$ cat src/rtl/tmds_channel_sequencer_pkg.sv
// rtl/tmds_channel_sequencer_pkg.sv - shared state encoding and control constants for the TMDS sequencer
package tmds_channel_sequencer_pkg;

  typedef enum logic [1:0] {
    WAIT_FRAME = 2'd0,
    SYNC_ONLY  = 2'd1,
    ACTIVE     = 2'd2,
    MUTED      = 2'd3
  } seq_state_e;

  localparam logic [1:0] CTRL_IDLE = 2'b00;

endpackage

$ cat src/rtl/tmds_channel_sequencer.sv
// rtl/tmds_channel_sequencer.sv - drives the three TMDS encoder inputs with startup sync-only frames and frame-aligned mute
module tmds_channel_sequencer
  import tmds_channel_sequencer_pkg::*;
#(
  parameter int STARTUP_FRAMES = 2,
  parameter int CNT_W          = 4
) (
  input  logic       i_clk,
  input  logic       i_rst_n,
  input  logic       i_en,
  input  logic       i_frame,
  input  logic       i_hsync,
  input  logic       i_vsync,
  input  logic       i_de,
  input  logic [7:0] i_r,
  input  logic [7:0] i_g,
  input  logic [7:0] i_b,
  input  logic       i_mute_req,
  output logic       o_de,
  output logic [1:0] o_ctrl_ch0,
  output logic [1:0] o_ctrl_ch1,
  output logic [1:0] o_ctrl_ch2,
  output logic [7:0] o_data_ch0,
  output logic [7:0] o_data_ch1,
  output logic [7:0] o_data_ch2,
  output logic       o_video_on,
  output logic       o_muted
);

  // Index of the final sync-only frame; unused when no startup frames are configured.
  localparam logic [CNT_W-1:0] LAST_CNT =
    (STARTUP_FRAMES == 0) ? '0 : CNT_W'(STARTUP_FRAMES - 1);

  seq_state_e       state_q, state_d;
  logic [CNT_W-1:0] cnt_q, cnt_d;

  logic       de_d;
  logic [1:0] ctrl0_d;
  logic [7:0] data0_d, data1_d, data2_d;

  always_comb begin
    state_d = state_q;
    cnt_d   = cnt_q;
    case (state_q)
      WAIT_FRAME: begin
        if (i_frame) begin
          cnt_d   = '0;
          state_d = (STARTUP_FRAMES == 0) ? ACTIVE : SYNC_ONLY;
        end
      end
      SYNC_ONLY: begin
        if (i_frame) begin
          if (cnt_q == LAST_CNT) state_d = i_mute_req ? MUTED : ACTIVE;
          else                   cnt_d   = cnt_q + CNT_W'(1);
        end
      end
      ACTIVE:  if (i_frame && i_mute_req)  state_d = MUTED;
      MUTED:   if (i_frame && !i_mute_req) state_d = ACTIVE;
      default: state_d = WAIT_FRAME;
    endcase
    if (!i_en) begin
      state_d = WAIT_FRAME;
      cnt_d   = '0;
    end
  end

  // Output treatment follows the next state so the frame-start pixel already reflects it.
  always_comb begin
    de_d    = 1'b0;
    ctrl0_d = CTRL_IDLE;
    data0_d = 8'h00;
    data1_d = 8'h00;
    data2_d = 8'h00;
    case (state_d)
      SYNC_ONLY: ctrl0_d = {i_vsync, i_hsync};
      ACTIVE: begin
        de_d    = i_de;
        ctrl0_d = {i_vsync, i_hsync};
        if (i_de) begin
          data0_d = i_b;
          data1_d = i_g;
          data2_d = i_r;
        end
      end
      MUTED: begin
        de_d    = i_de;
        ctrl0_d = {i_vsync, i_hsync};
      end
      default: ;
    endcase
  end

  always_ff @(posedge i_clk or negedge i_rst_n) begin
    if (!i_rst_n) begin
      state_q    <= WAIT_FRAME;
      cnt_q      <= '0;
      o_de       <= 1'b0;
      o_ctrl_ch0 <= CTRL_IDLE;
      o_data_ch0 <= 8'h00;
      o_data_ch1 <= 8'h00;
      o_data_ch2 <= 8'h00;
      o_video_on <= 1'b0;
      o_muted    <= 1'b0;
    end else begin
      state_q    <= state_d;
      cnt_q      <= cnt_d;
      o_de       <= de_d;
      o_ctrl_ch0 <= ctrl0_d;
      o_data_ch0 <= data0_d;
      o_data_ch1 <= data1_d;
      o_data_ch2 <= data2_d;
      o_video_on <= (state_d == ACTIVE) || (state_d == MUTED);
      o_muted    <= (state_d == MUTED);
    end
  end

  assign o_ctrl_ch1 = CTRL_IDLE;
  assign o_ctrl_ch2 = CTRL_IDLE;

endmodule

$ cat config.mk
export PLATFORM = sky130hd
export DESIGN_NAME = tmds_channel_sequencer
export DESIGN_NICKNAME = d
export VERILOG_FILES = /design/src/rtl/tmds_channel_sequencer_pkg.sv /design/src/rtl/tmds_channel_sequencer.sv
export SDC_FILE = /design/constraint.sdc
export NUM_CORES = 1
export LEC_CHECK = 0
export CORE_MARGIN = 10
export CORE_UTILIZATION = 36
export DETAILED_ROUTE_END_ITERATION = 8
export PLACE_DENSITY = 0.86
export SLEW_MARGIN = 20
export SYNTH_ARGS = -nofsm -noshare
export SYNTH_HDL_FRONTEND = slang
export SYNTH_SLANG_ARGS = --single-unit
export TNS_END_PERCENT = 10
$ cat constraint.sdc
create_clock -name i_clk -period 1.6 [get_ports i_clk]
set_input_delay 0.32 -clock i_clk [delete_from_list [all_inputs] [get_ports i_clk]]
set_output_delay 0.32 -clock i_clk [all_outputs]
set_load 0.01 [all_outputs]
# --- Word-level counts from Yosys, hierarchy flattened ---
# Index checks and enable logic that the tools add are counted.
classes:
  n_mul: 0
  n_eq_ne: 11
  n_div: 0
  bitwise_logic: 0
  shift: 0
  reduce_logical: 8
  add_sub_neg: 1
  n_mux: 21
  order_cmp: 0
op_table:
  columns: ["cell", "n"]
  rows:
  - ["$mux 8", 6]
  - ["$mux 4", 4]
  - ["$mux 2", 7]
  - ["$ne 3x3->1 const B", 3]
  - ["$eq 2x2->1 const B", 4]
  - ["$pmux 2 s4", 1]
  - ["$pmux 4 s2", 1]
  - ["$add 4x1->4 const B", 1]
  - ["$eq 2x1->1 const B", 2]
  - ["$eq 4x1->1 const B", 1]
  - ["$reduce_and 4->1", 1]
  - ["$ne 3x1->1 const B", 1]
  - ["$reduce_or 3->1", 1]
  - ["$logic_and 1x1->1", 2]
  - ["$logic_not 2->1", 1]
  - ["$mux 1", 2]
  - ["$reduce_or 2->1", 1]
  - ["$logic_not 1->1", 1]
  - ["$logic_or 1x1->1", 1]
totals:
  latch_bits: 0
  romBits: 0
  inputBits: 32
  wordCells: 50
  ramBits: 0
  output_inout_bits: 33
  register_bits: 35
  memories: 0

# --- Logic depth before layout (Yosys ltp) ---
# Gate-level depths: netlist of run 1.
logic_depth:
  ltp_word: 8
  mapped_depth: 7
  ltp_nobuf: 5

# --- Least setup slack after synthesis of run 1 ---
# No wires, ideal clock.
synth_path:
  path_type: "flip-flop to flip-flop"
  startpoint: "register cnt_q[0]"
  endpoint: "register o_data_ch0[0]"
  arrival_ns: 1.407
  setup_ns: 0.120
  period_less_slack_ns: 1.526
  path_buffers: 2
  stages_incl_launch_ff: 7
  path_slack_ns: 0.074
  path_cell_list: "dfrtp_1 -> ha_1 -> nor4bb_1 -> buf_4 -> a32o_2 -> buf_6 -> and3_1"
synth_between:
  elab_chain_len: 7
synth_lines:
  columns: ["item", "line", "rtl"]
  rows:
  - ["start: declaration", "tmds_channel_sequencer.sv:35", "logic [CNT_W-1:0] cnt_q, cnt_d;"]
  - ["start signal: assignment", "tmds_channel_sequencer.sv:106", "cnt_q <= cnt_d;"]
  - ["$eq 4x1->1", "tmds_channel_sequencer.sv:53", "if (cnt_q == LAST_CNT) state_d = i_mute_req ? MUTED : ACTIVE;"]
  - ["$mux 2", "tmds_channel_sequencer.sv:53", null]
  - ["$mux 2", "tmds_channel_sequencer.sv:52", "if (i_frame) begin"]
  - ["$pmux 2 s4", "tmds_channel_sequencer.sv:44", "case (state_q)"]
  - ["$mux 2", "tmds_channel_sequencer.sv:61", "if (!i_en) begin"]
  - ["$eq 2x2->1", "tmds_channel_sequencer.sv:74", "case (state_d)"]
  - ["$mux 8", "tmds_channel_sequencer.sv:74", null]
  - ["net data0_d[0]", "tmds_channel_sequencer.sv:39", "logic [7:0] data0_d, data1_d, data2_d;"]
  - ["end signal: assignment", "tmds_channel_sequencer.sv:109", "o_data_ch0 <= data0_d;"]
  - ["end: declaration", "tmds_channel_sequencer.sv:23", "output logic [7:0] o_data_ch0,"]
# The timed path passes the listed nets, and every way through them passes these cells.
# A chain may end at the register's enable or synchronous reset.

# --- Worst setup path after layout of run 1 ---
layout_path:
  startpoint: "register cnt_q[1]"
  endpoint: "register cnt_q[2]"
layout_between:
  elab_chain_len: 5
layout_lines:
  columns: ["item", "line", "rtl"]
  rows:
  - ["$add 4x1->4", "tmds_channel_sequencer.sv:54", "else cnt_d = cnt_q + CNT_W'(1);"]
  - ["$mux 4", "tmds_channel_sequencer.sv:53", null]
  - ["$mux 4", "tmds_channel_sequencer.sv:52", null]
  - ["$pmux 4 s2", "tmds_channel_sequencer.sv:44", null]
  - ["$mux 4", "tmds_channel_sequencer.sv:61", null]
# Several ways; a longest one is shown, not always the timed one. The select of a mux whose other input is x is not followed.

==> results.ini, run 1 <==
[floorplanning]
io-pin-count=65
floorplan.die_area_mm2=0.006604
floorplan.rows=22
initial_core_util_pct=37.19
dieWidth_um=81.27
fp.dieH_um=81.27
core_mm2=0.003633

[critical_path]
start_kind=flop
setup.worst_path.class=reg -> reg
worst_setup_path_end_kind=flop
timing.critical_path.arrival_ps=1710
r2r.worst_path.cells=6
crit_path_max_fo=7
timing.reg2reg.setup_slack_ps=70
timing.critical_path.required_ps=1770

[placed_design]
placedCellCount=213
dpl_wire_length_um=2659
placement.io_buffers=60
place_area_mm2=0.002018
place_congestion=0.7421

[sta]
final_min_period_over_clock_period_pct=95.91
final_hold_viol_count=0
fmax_mhz=651.6
final_setup_violation_count=0
finalHoldWorstSlack_ps=438.0
slew_violations=0
clock_skew_ps=5.730
unrepaired_setup_endpoints_after_global_routing=yes
min_period_ps=1535

[route]
avgRoutedWirePerCell_um=16.76
first_pass_iters=4
drtAntennaViolNets=0
detail_route.vias_per_cell=4.884
drt-total-wl_um=3772
dr.first_iter.drc_count=86
post-route-drc-count=0
dr_total_vias=1099

[cts]
path_clk_slew_ps=60
ctsLongestPathBuffers=2
htree_num_levels=2
clock_insertion_delay_worst_skew_ps=290
cts_sinks=35
total_clock_buffers_created_by_cts=5
cts_tree=yes
clockRootBuffer=sky130_fd_sc_hd__clkbuf_8

[layout]
fin_area_mm2=0.002178
num-nets-final=210
post_route_cells_drive_above_1_share_pct=16.95
post_layout_nonfiller_instances=225
n_antenna_cell=0
area_delta_synth_final_pct=61.20
multiInputGateArea_um2=450.4
num-fill-cells=319
regArea_um2=877.1

[logic_synthesis]
synth.ff_latch_count=35
netlist-cell-type-count=31
netlist_instances=103
synth_top_cells_by_area=sky130_fd_sc_hd__dfrtp_1 (65%), sky130_fd_sc_hd__and3_1 (11%), sky130_fd_sc_hd__buf_4 (2.8%), sky130_fd_sc_hd__buf_6 (2.5%), sky130_fd_sc_hd__ha_1 (1.9%)
netlist_area_mm2=0.001351
yosysWarningCount=0
synth_largest_area_cell=sky130_fd_sc_hd__dfrtp_1
avgSynthCellArea_um2=13.12
synth_top_area_share_pct=64.81
yosysSeqAreaShare_pct=64.81

[grt]
grt-ovfl-total=0
track_usage_pct=11.59
pin_count_of_the_biggest_net_entering_global_routing=36
via_count_of_the_first_global_routing_pass=1180
grt_first_pass_wirelength_um=5761
antenna_found_initial=0

[job]
cap_violations=0

[worst_hold_path]
worstHoldPathType=in -> async

[pwr]
power.ir.vdd_worst_v=0.0004062
pwr_density_cell_mw_per_mm2=814.4
power.leakage_nw=1.087

[status]
outcome=finished clean

-- metal layers --
layer  vias up  global-route usage (%)  part of all wire [%]
li1        519                       -                     -
met1       525                   10.79                    36
met2        48                   21.48                    53
met3         7                   4.857                   8.4
met4         0                   5.190                   1.8
met5         -                       0                     0
-- report_power, final --
group | switching [W] | internal [W] | total (W)
logic | 0.0000811 | 0.000113 | 0.000194
clock network | 0.000285 | 0.000392 | 0.000677
registers | 0.00000803 | 0.000896 | 0.000904
-- cells by family after synthesis --
kind of cell	share of synthesized area (%)
flip-flops	64.81
AND/OR/NAND/NOR	17.69
AO/OA/AOI/OAI	7.870
buffers and inverters	6.759
other	0.2775
multiplexers	0.7408
adder cells (fa/ha/maj)	1.852
-- cell usage after synthesis (all sizes together) --
master / instances
o21bai: 1
nand3: 1
o21ai: 1
o41ai: 2
nor3: 1
or2b: 1
clkbuf: 2
nand2: 1
nor4bb: 1
a21oi: 2
nor4b: 1
o211ai: 2
and3b: 1
a22oi: 1
o311a: 2
ha: 2
dfrtp: 35
a32o: 2
and3: 25
nor2: 3
buf: 9
or4: 1
and2: 1
conb: 1
inv: 2
mux2i: 1
nand2b: 1
-- path summary, 6_finish.rpt --
| check | to | start |
|---|---|---|
| worst max-delay path | cnt_q[2] | cnt_q[1] |
| worst max register to register | cnt_q[2] | cnt_q[1] |
| max in group asynchronous | state_q[0] | i_rst_n |
| worst min register to register | cnt_q[0] | cnt_q[0] |
| min in group i_clk | o_ctrl_ch0[0] | i_hsync |
| worst min-delay path | o_ctrl_ch0[1] | i_rst_n |
-- critical path: stages, from the launching register on --
cell	delay, ps
sky130_fd_sc_hd__dfrtp_1	380
sky130_fd_sc_hd__inv_1	60
sky130_fd_sc_hd__ha_2	160
sky130_fd_sc_hd__nor4bb_4	330
sky130_fd_sc_hd__buf_4	230
sky130_fd_sc_hd__nor2_1	50
sky130_fd_sc_hd__a32o_1	200
-- stage by stage --
step                      power (W)  setup TNS [ps]  util, %  worst slack, ps
final                      0.001774               0    59.95            65.39
after global routing       0.001855          -42.58    59.95           -21.30
after CTS                  0.001786               0    59.30            31.18
after detailed placement   0.001102           -3215    55.54           -135.3
after floorplan           0.0009777               0        -            73.80
after global placement     0.001095           -2317    55.54           -101.8
-- cell usage in the layout, fill, tap and decap left out --
cell type,n
sky130_fd_sc_hd__nor2_1,3
sky130_fd_sc_hd__nor4b_1,1
sky130_fd_sc_hd__o311a_2,2
sky130_fd_sc_hd__o41ai_1,2
sky130_fd_sc_hd__ha_1,1
sky130_fd_sc_hd__a32o_2,4
sky130_fd_sc_hd__clkdlybuf4s50_1,60
sky130_fd_sc_hd__inv_1,2
sky130_fd_sc_hd__nor3_1,1
sky130_fd_sc_hd__nand3_1,1
sky130_fd_sc_hd__dfrtp_1,34
sky130_fd_sc_hd__o21ai_0,1
sky130_fd_sc_hd__o21bai_1,1
sky130_fd_sc_hd__a21oi_1,2
sky130_fd_sc_hd__buf_4,11
sky130_fd_sc_hd__and3_2,1
sky130_fd_sc_hd__and3b_2,1
sky130_fd_sc_hd__clkbuf_1,1
sky130_fd_sc_hd__or2b_1,1
sky130_fd_sc_hd__or4_1,1
sky130_fd_sc_hd__and2_1,1
sky130_fd_sc_hd__a32o_1,1
sky130_fd_sc_hd__a22oi_1,1
sky130_fd_sc_hd__o211ai_1,2
sky130_fd_sc_hd__and3_1,24
sky130_fd_sc_hd__nand2_1,1
sky130_fd_sc_hd__ha_2,1
sky130_fd_sc_hd__clkbuf_8,7
sky130_fd_sc_hd__nor4bb_4,1
sky130_fd_sc_hd__dfrtp_2,1
sky130_fd_sc_hd__conb_1,4
sky130_fd_sc_hd__mux2i_2,1
sky130_fd_sc_hd__nand2b_1,1
-- timing repair --
item	CTS	global route
hold buffers	0	0
cloned	2	1
hold endpoints to repair	0	0
endpoints found under the setup margin	24	23
setup buffers	0	1
pin swaps	1	3
resized for setup	3	4
-- state kept, by name, summed over array words and instances, names as in the netlist --
signal,flops
cnt_q,4
state_q,2
o_ctrl_ch0,2
o_muted,1
o_de,1
o_data_ch2,8
o_video_on,1
o_data_ch1,8
o_data_ch0,8
-- final cells by class --
class / count / area share (%)
multi-input cells: 61 / 20.68
clock buffers: 8 / 4.595
well taps: 48 / 2.757
repair buffers: 71 / 31.36
inverters: 2 / 0.3446
flip-flops and latches: 35 / 40.26
(Power assumes the default switching activity.)
==> run 2, diff against run 1 <==
CORE_UTILIZATION = 54   (was 36)
DONT_BUFFER_PORTS = 1   (was not set)
PLACE_DENSITY = 0.83   (was 0.86)
==> run 2 against run 1 <==
Clock skew increased by 2.5 ps; final cell count decreased by 38%; non-clock buffer count decreased by 64; worst hold slack got worse by 330 ps; maximum frequency increased by 2.4%; first-iteration DRC count decreased by 58%; power decreased by 14%; die area decreased by 26%; worst setup slack improved by 36 ps; wire length decreased by 19%; design area decreased by 32%; critical path type unchanged; critical endpoint is now o_data_ch1[0]; largest cell class unchanged; highest routed layer unchanged.
==> results.ini, run 2 (synthesis results as in run 1) <==
[status]
outcome=finished clean

[cts]
path_clk_slew_ps=100
cts_tree=yes
htree_num_levels=2
total_clock_buffers_created_by_cts=5
clockRootBuffer=sky130_fd_sc_hd__clkbuf_4
clock_insertion_delay_worst_skew_ps=340
ctsLongestPathBuffers=2
cts_sinks=35

[critical_path]
crit_path_max_fo=25
critical_path.max_stage_delay_ps=440
worst_setup_path_end_kind=flop
worstPathCellList=ha_1, nor4bb_2, a32o_2, buf_12, and3_1
timing.critical_path.required_ps=1830
start_kind=flop
timing.critical_path.arrival_ps=1730
worst_path_max_delay_cell=sky130_fd_sc_hd__dfrtp_1
critical_path.startpoint=cnt_q[0]
setup.worst_path.class=reg -> reg
r2r.worst_path.cells=5
rr_startpoint=cnt_q[0]

[route]
detail_route.vias_per_cell=5.957
dr_total_vias=834
dr.first_iter.drc_count=36
first_pass_iters=4
post-route-drc-count=0
drt-total-wl_um=3048
drtAntennaViolNets=0
avgRoutedWirePerCell_um=21.77

[sta]
final_min_period_over_clock_period_pct=93.65
final.setup.worst_slack_ps=101.5
fmax_mhz=667.3
finalHoldWorstSlack_ps=105.4
setup_total_negative_slack_ps=0
final_hold_viol_count=0
clock_skew_ps=8.259
slew_violations=0
unrepaired_setup_endpoints_after_global_routing=no
min_period_ps=1498
final_setup_violation_count=0

[job]
cap_violations=0

[floorplanning]
dieWidth_um=70.03
core_mm2=0.002432
floorplan.rows=18
floorplan.die_area_mm2=0.004904
initial_core_util_pct=55.56
io-pin-count=65
fp.dieH_um=70.03

[grt]
grt_first_pass_wirelength_um=4664
grt-ovfl-total=0
track_usage_pct=12.24
via_count_of_the_first_global_routing_pass=881
pin_count_of_the_biggest_net_entering_global_routing=36
antenna_found_initial=0

[pwr]
cell_internal_pwr_w=0.001183
power.switching_fraction_pct=22.74
switching_power_w=0.0003483
power.ir.vdd_worst_v=0.0007043
power_frac_seq_pct=59.2
combPwrFrac_pct=5.5
share_clk_of_total_power_pct=35.2
pwr_density_cell_mw_per_mm2=1038
power.leakage_nw=0.8180

[placed_design]
place_area_mm2=0.001366
place_congestion=0.9200
dpl_wire_length_um=2285
placement.io_buffers=0
pre_cts_slack_ps=73.84

[layout]
num-nets-final=143
post_route_cells_drive_above_1_share_pct=18.18
fin_area_mm2=0.001475
area_delta_synth_final_pct=9.166
final_common_cell=sky130_fd_sc_hd__dfrtp_1
reg.largest.list=o_data_ch0 x8, o_data_ch1 x8, o_data_ch2 x8
n_antenna_cell=0
final_cell_mix=sky130_fd_sc_hd__dfrtp_1 (35), sky130_fd_sc_hd__and3_1 (24), sky130_fd_sc_hd__clkbuf_4 (5)

[worst_hold_path]
worstHoldPathCells=1
worstHoldPathType=in -> reg
critical_hold_path_startpoint=i_hsync

## run 2: area by class of cell
type / instances / area, um2
clock inverter: 1 / 7.507
timing repair buffer: 7 / 80.08
tap: 30 / 37.54
sequential: 35 / 875.8
clock buffer: 7 / 65.06
inverter: 2 / 7.507
multi-input combinational: 58 / 401.6
fill: 177 / 957.2
## run 2: metal layers
| metal | GRT usage (%) | wire length, um |
|---|---|---|
| met5 | 0 | 0 |
| met1 | 12.42 | 1196 |
| met3 | 6.921 | 308 |
| met4 | 8.114 | 91 |
| met2 | 18.83 | 1452 |
## run 2: power by group through the flow
| stage | combinational [W] | sequential (W) | clock, W |
|---|---|---|---|
| 2_1_floorplan | 0.0000566 | 0.000921 | 0 |
| 3_3_place_gp | 0.0000579 | 0.000924 | 0 |
| 3_5_place_dp | 0.0000602 | 0.000925 | 0 |
| 4_1_cts | 0.0000848 | 0.000907 | 0.000554 |
| 5_1_grt | 0.0000975 | 0.000909 | 0.000593 |
| 6_report | 0.0000847 | 0.000907 | 0.000540 |
## run 2: final timing paths
check / endpoint / slack [ps]
max: o_data_ch1[0] / 100
max reg2reg: o_data_ch1[0] / 100
min: o_ctrl_ch0[0] / 110
min reg2reg: cnt_q[0] / 580
max in group asynchronous: o_data_ch0[7] / 1010
min in group asynchronous: o_data_ch1[1] / 420
## run 2: timing repair
item | CTS | global route
setup buffers | 0 | 0
hold endpoints to repair | 35 | 0
gates resized for setup | 0 | 1
hold buffers | 2 | 0
setup endpoints to repair | 0 | 27
## run 2: critical path: cells and delay by family, from the launching register on
kind	cells	cell delay (ps)
AO/OA/AOI/OAI	1	240
buffers and inverters	1	150
adder cells (fa/ha/maj)	1	210
AND/OR/NAND/NOR	2	350
flip-flops	1	440
## run 2: per-stage QoR
step | std cells | util [%] | total power, W
2_1_floorplan | 106 | - | 0.0009777
3_3_place_gp | 130 | 56.17 | 0.0009815
3_5_place_dp | 130 | 56.17 | 0.0009849
4_1_cts | 140 | 60.39 | 0.001545
5_1_grt | 140 | 60.65 | 0.001599
6_report | 140 | 60.65 | 0.001531
==> run 3, diff against run 2 <==
CORE_MARGIN = 4   (was 10)
CORE_UTILIZATION = 60   (was 54)
MAX_ROUTING_LAYER = met4   (was not set)
PLACE_DENSITY = 0.87   (was 0.83)
clock period = 1.56 ns   (was 1.6 ns; I/O delays follow)
==> run 3 against run 2 <==
Via count rose by 9.8%; clock skew rose by 1.0 ps; non-clock buffer count rose by 2; sequential power rose by 2.4%; register-to-register slack got worse by 70 ps; flip-flop and latch count did not move; worst setup slack got worse by 66 ps; critical path depth rose by 1; sequential share of layout area fell by 1.3 points; count of clock-buffer cells in the layout fell by 2; core utilization rose by 13 points; final cell count rose by 1.4%.
==> results.ini, run 3 (synthesis results as in run 1) <==
[placed_design]
place_congestion=0.8600
dpl_wire_length_um=1926
placedCellCount=128
place_area_mm2=0.001358
placement.io_buffers=0

[route]
dr.first_iter.drc_count=20
post-route-drc-count=0
dr_total_vias=916
first_pass_iters=4
drtAntennaViolNets=0
drt-total-wl_um=3022
avgRoutedWirePerCell_um=21.28
detail_route.vias_per_cell=6.451

[critical_path]
start_kind=flop
setup.worst_path.class=reg -> reg
rr_startpoint=cnt_q[1]
worstReg2RegEnd=o_data_ch0[5]
timing.reg2reg.setup_slack_ps=40
r2r.worst_path.cells=6
worst_setup_path_end_kind=flop
worstPathCellList=inv_1, ha_1, nor4bb_4, buf_4, a32o_2, and3_4
timing.critical_path.required_ps=1840
critical_path.max_stage_delay_ps=400
crit_path_max_fo=6
critical_path.startpoint=cnt_q[1]
worst_path_max_delay_cell=sky130_fd_sc_hd__dfrtp_1
timing.critical_path.arrival_ps=1810

[cts]
path_clk_slew_ps=110
total_clock_buffers_created_by_cts=5
cts_tree=yes
clockRootBuffer=sky130_fd_sc_hd__clkbuf_4
clock_insertion_delay_worst_skew_ps=340
htree_num_levels=2
ctsLongestPathBuffers=2
cts_sinks=35

[grt]
antenna_found_initial=0
pin_count_of_the_biggest_net_entering_global_routing=36
track_usage_pct=20.17
grt_first_pass_wirelength_um=4498
grt-ovfl-total=0
via_count_of_the_first_global_routing_pass=913

[status]
outcome=finished clean

[layout]
area_delta_synth_final_pct=11.67
num-fill-cells=137
multiInputGateArea_um2=447.9
post_layout_nonfiller_instances=142
post_route_cells_drive_above_1_share_pct=21.74
fin_area_mm2=0.001509
n_antenna_cell=0
final_common_cell=sky130_fd_sc_hd__dfrtp_1
final_cell_mix=sky130_fd_sc_hd__dfrtp_1 (35), sky130_fd_sc_hd__and3_1 (23), sky130_fd_sc_hd__buf_4 (7)
finalCoreUtilization_pct=73.90
num-nets-final=148
regArea_um2=875.8
reg.largest.list=o_data_ch0 x8, o_data_ch1 x8, o_data_ch2 x8

[sta]
unrepaired_setup_endpoints_after_global_routing=yes
fmax_mhz=656.0
finalHoldWorstSlack_ps=92.49
final_setup_violation_count=0
clock_skew_ps=9.285
final_hold_viol_count=0
final_min_period_over_clock_period_pct=97.71
slew_violations=0
min_period_ps=1524

[worst_hold_path]
worstHoldPathCells=1
critical_hold_path_startpoint=i_hsync
worstHoldPathType=in -> reg
worstHoldEndpoint=o_ctrl_ch0[0]

[pwr]
power.leakage_nw=0.8337
pwr_density_cell_mw_per_mm2=1009
power.ir.vdd_worst_v=0.0008459

[floorplanning]
fp.dieH_um=55.46
io-pin-count=65
dieWidth_um=55.46
floorplan.rows=16
core_mm2=0.002042
floorplan.die_area_mm2=0.003075
initial_core_util_pct=66.18

[job]
cap_violations=0

-- run 3: final cells by class --
class / count / share of cell area, %
clock buffer: 5 / 2.488
tap: 27 / 2.239
inverter: 2 / 0.4975
timing repair buffer: 9 / 5.473
sequential: 35 / 58.04
clock inverter: 3 / 1.575
multi-input combinational: 61 / 29.68
-- run 3: worst max path at each step --
stage | endpoint | slack (ps) | cells past startpoint
2_1_floorplan | o_data_ch0[0] | 30 | 6
3_3_place_gp | o_data_ch2[3] | 50 | 5
3_5_place_dp | o_data_ch2[0] | -70 | 5
4_1_cts | o_data_ch0[0] | 20 | 5
5_1_grt | o_data_ch0[5] | -60 | 6
6_report | o_data_ch0[5] | 40 | 6
-- run 3: critical path, delay by kind of cell (launching register included) --
family / cells / cell delay, ps
buffers and inverters: 2 / 250
adder cells (fa/ha/maj): 1 / 140
flip-flops: 1 / 400
AO/OA/AOI/OAI: 1 / 210
AND/OR/NAND/NOR: 2 / 470
-- run 3: metal layers --
metal  track usage, %  wire (um)  vias to the layer above
li1                 -          -                      394
met1            22.50       1200                      444
met2            32.09       1435                       67
met3            7.459        275                       11
met4            9.375        110                        0
met5                -          0                        -
-- run 3: through the flow --
| step | power (W) | setup TNS, ps | worst slack, ps |
|---|---|---|---|
| 2_1_floorplan | 0.001003 | 0 | 33.80 |
| 3_3_place_gp | 0.001006 | 0 | 54.13 |
| 3_5_place_dp | 0.001010 | -1346 | -74.52 |
| 4_1_cts | 0.001527 | 0 | 15.08 |
| 5_1_grt | 0.001599 | -513.8 | -56.85 |
| 6_report | 0.001522 | 0 | 35.66 |
-- run 3: report_power, final --
group / switching, W / leakage [nW] / internal, W / total (W)
Combinational: 0.0000591 / 0.320 / 0.0000387 / 0.0000978
Clock: 0.000315 / 0.0278 / 0.000180 / 0.000495
Sequential: 0.0000122 / 0.485 / 0.000917 / 0.000929
Total: 0.000386 / 0.834 / 0.00114 / 0.00152
-- run 3: repair_timing --
| action | in CTS | in global routing |
|---|---|---|
| pin swaps | 1 | 4 |
| buffers inserted | 0 | 1 |
| hold endpoints to repair | 35 | 0 |
| gates resized for setup | 2 | 3 |
| hold buffers | 2 | 0 |
| endpoints found under the setup margin | 24 | 31 |
| gates cloned | 1 | 2 |
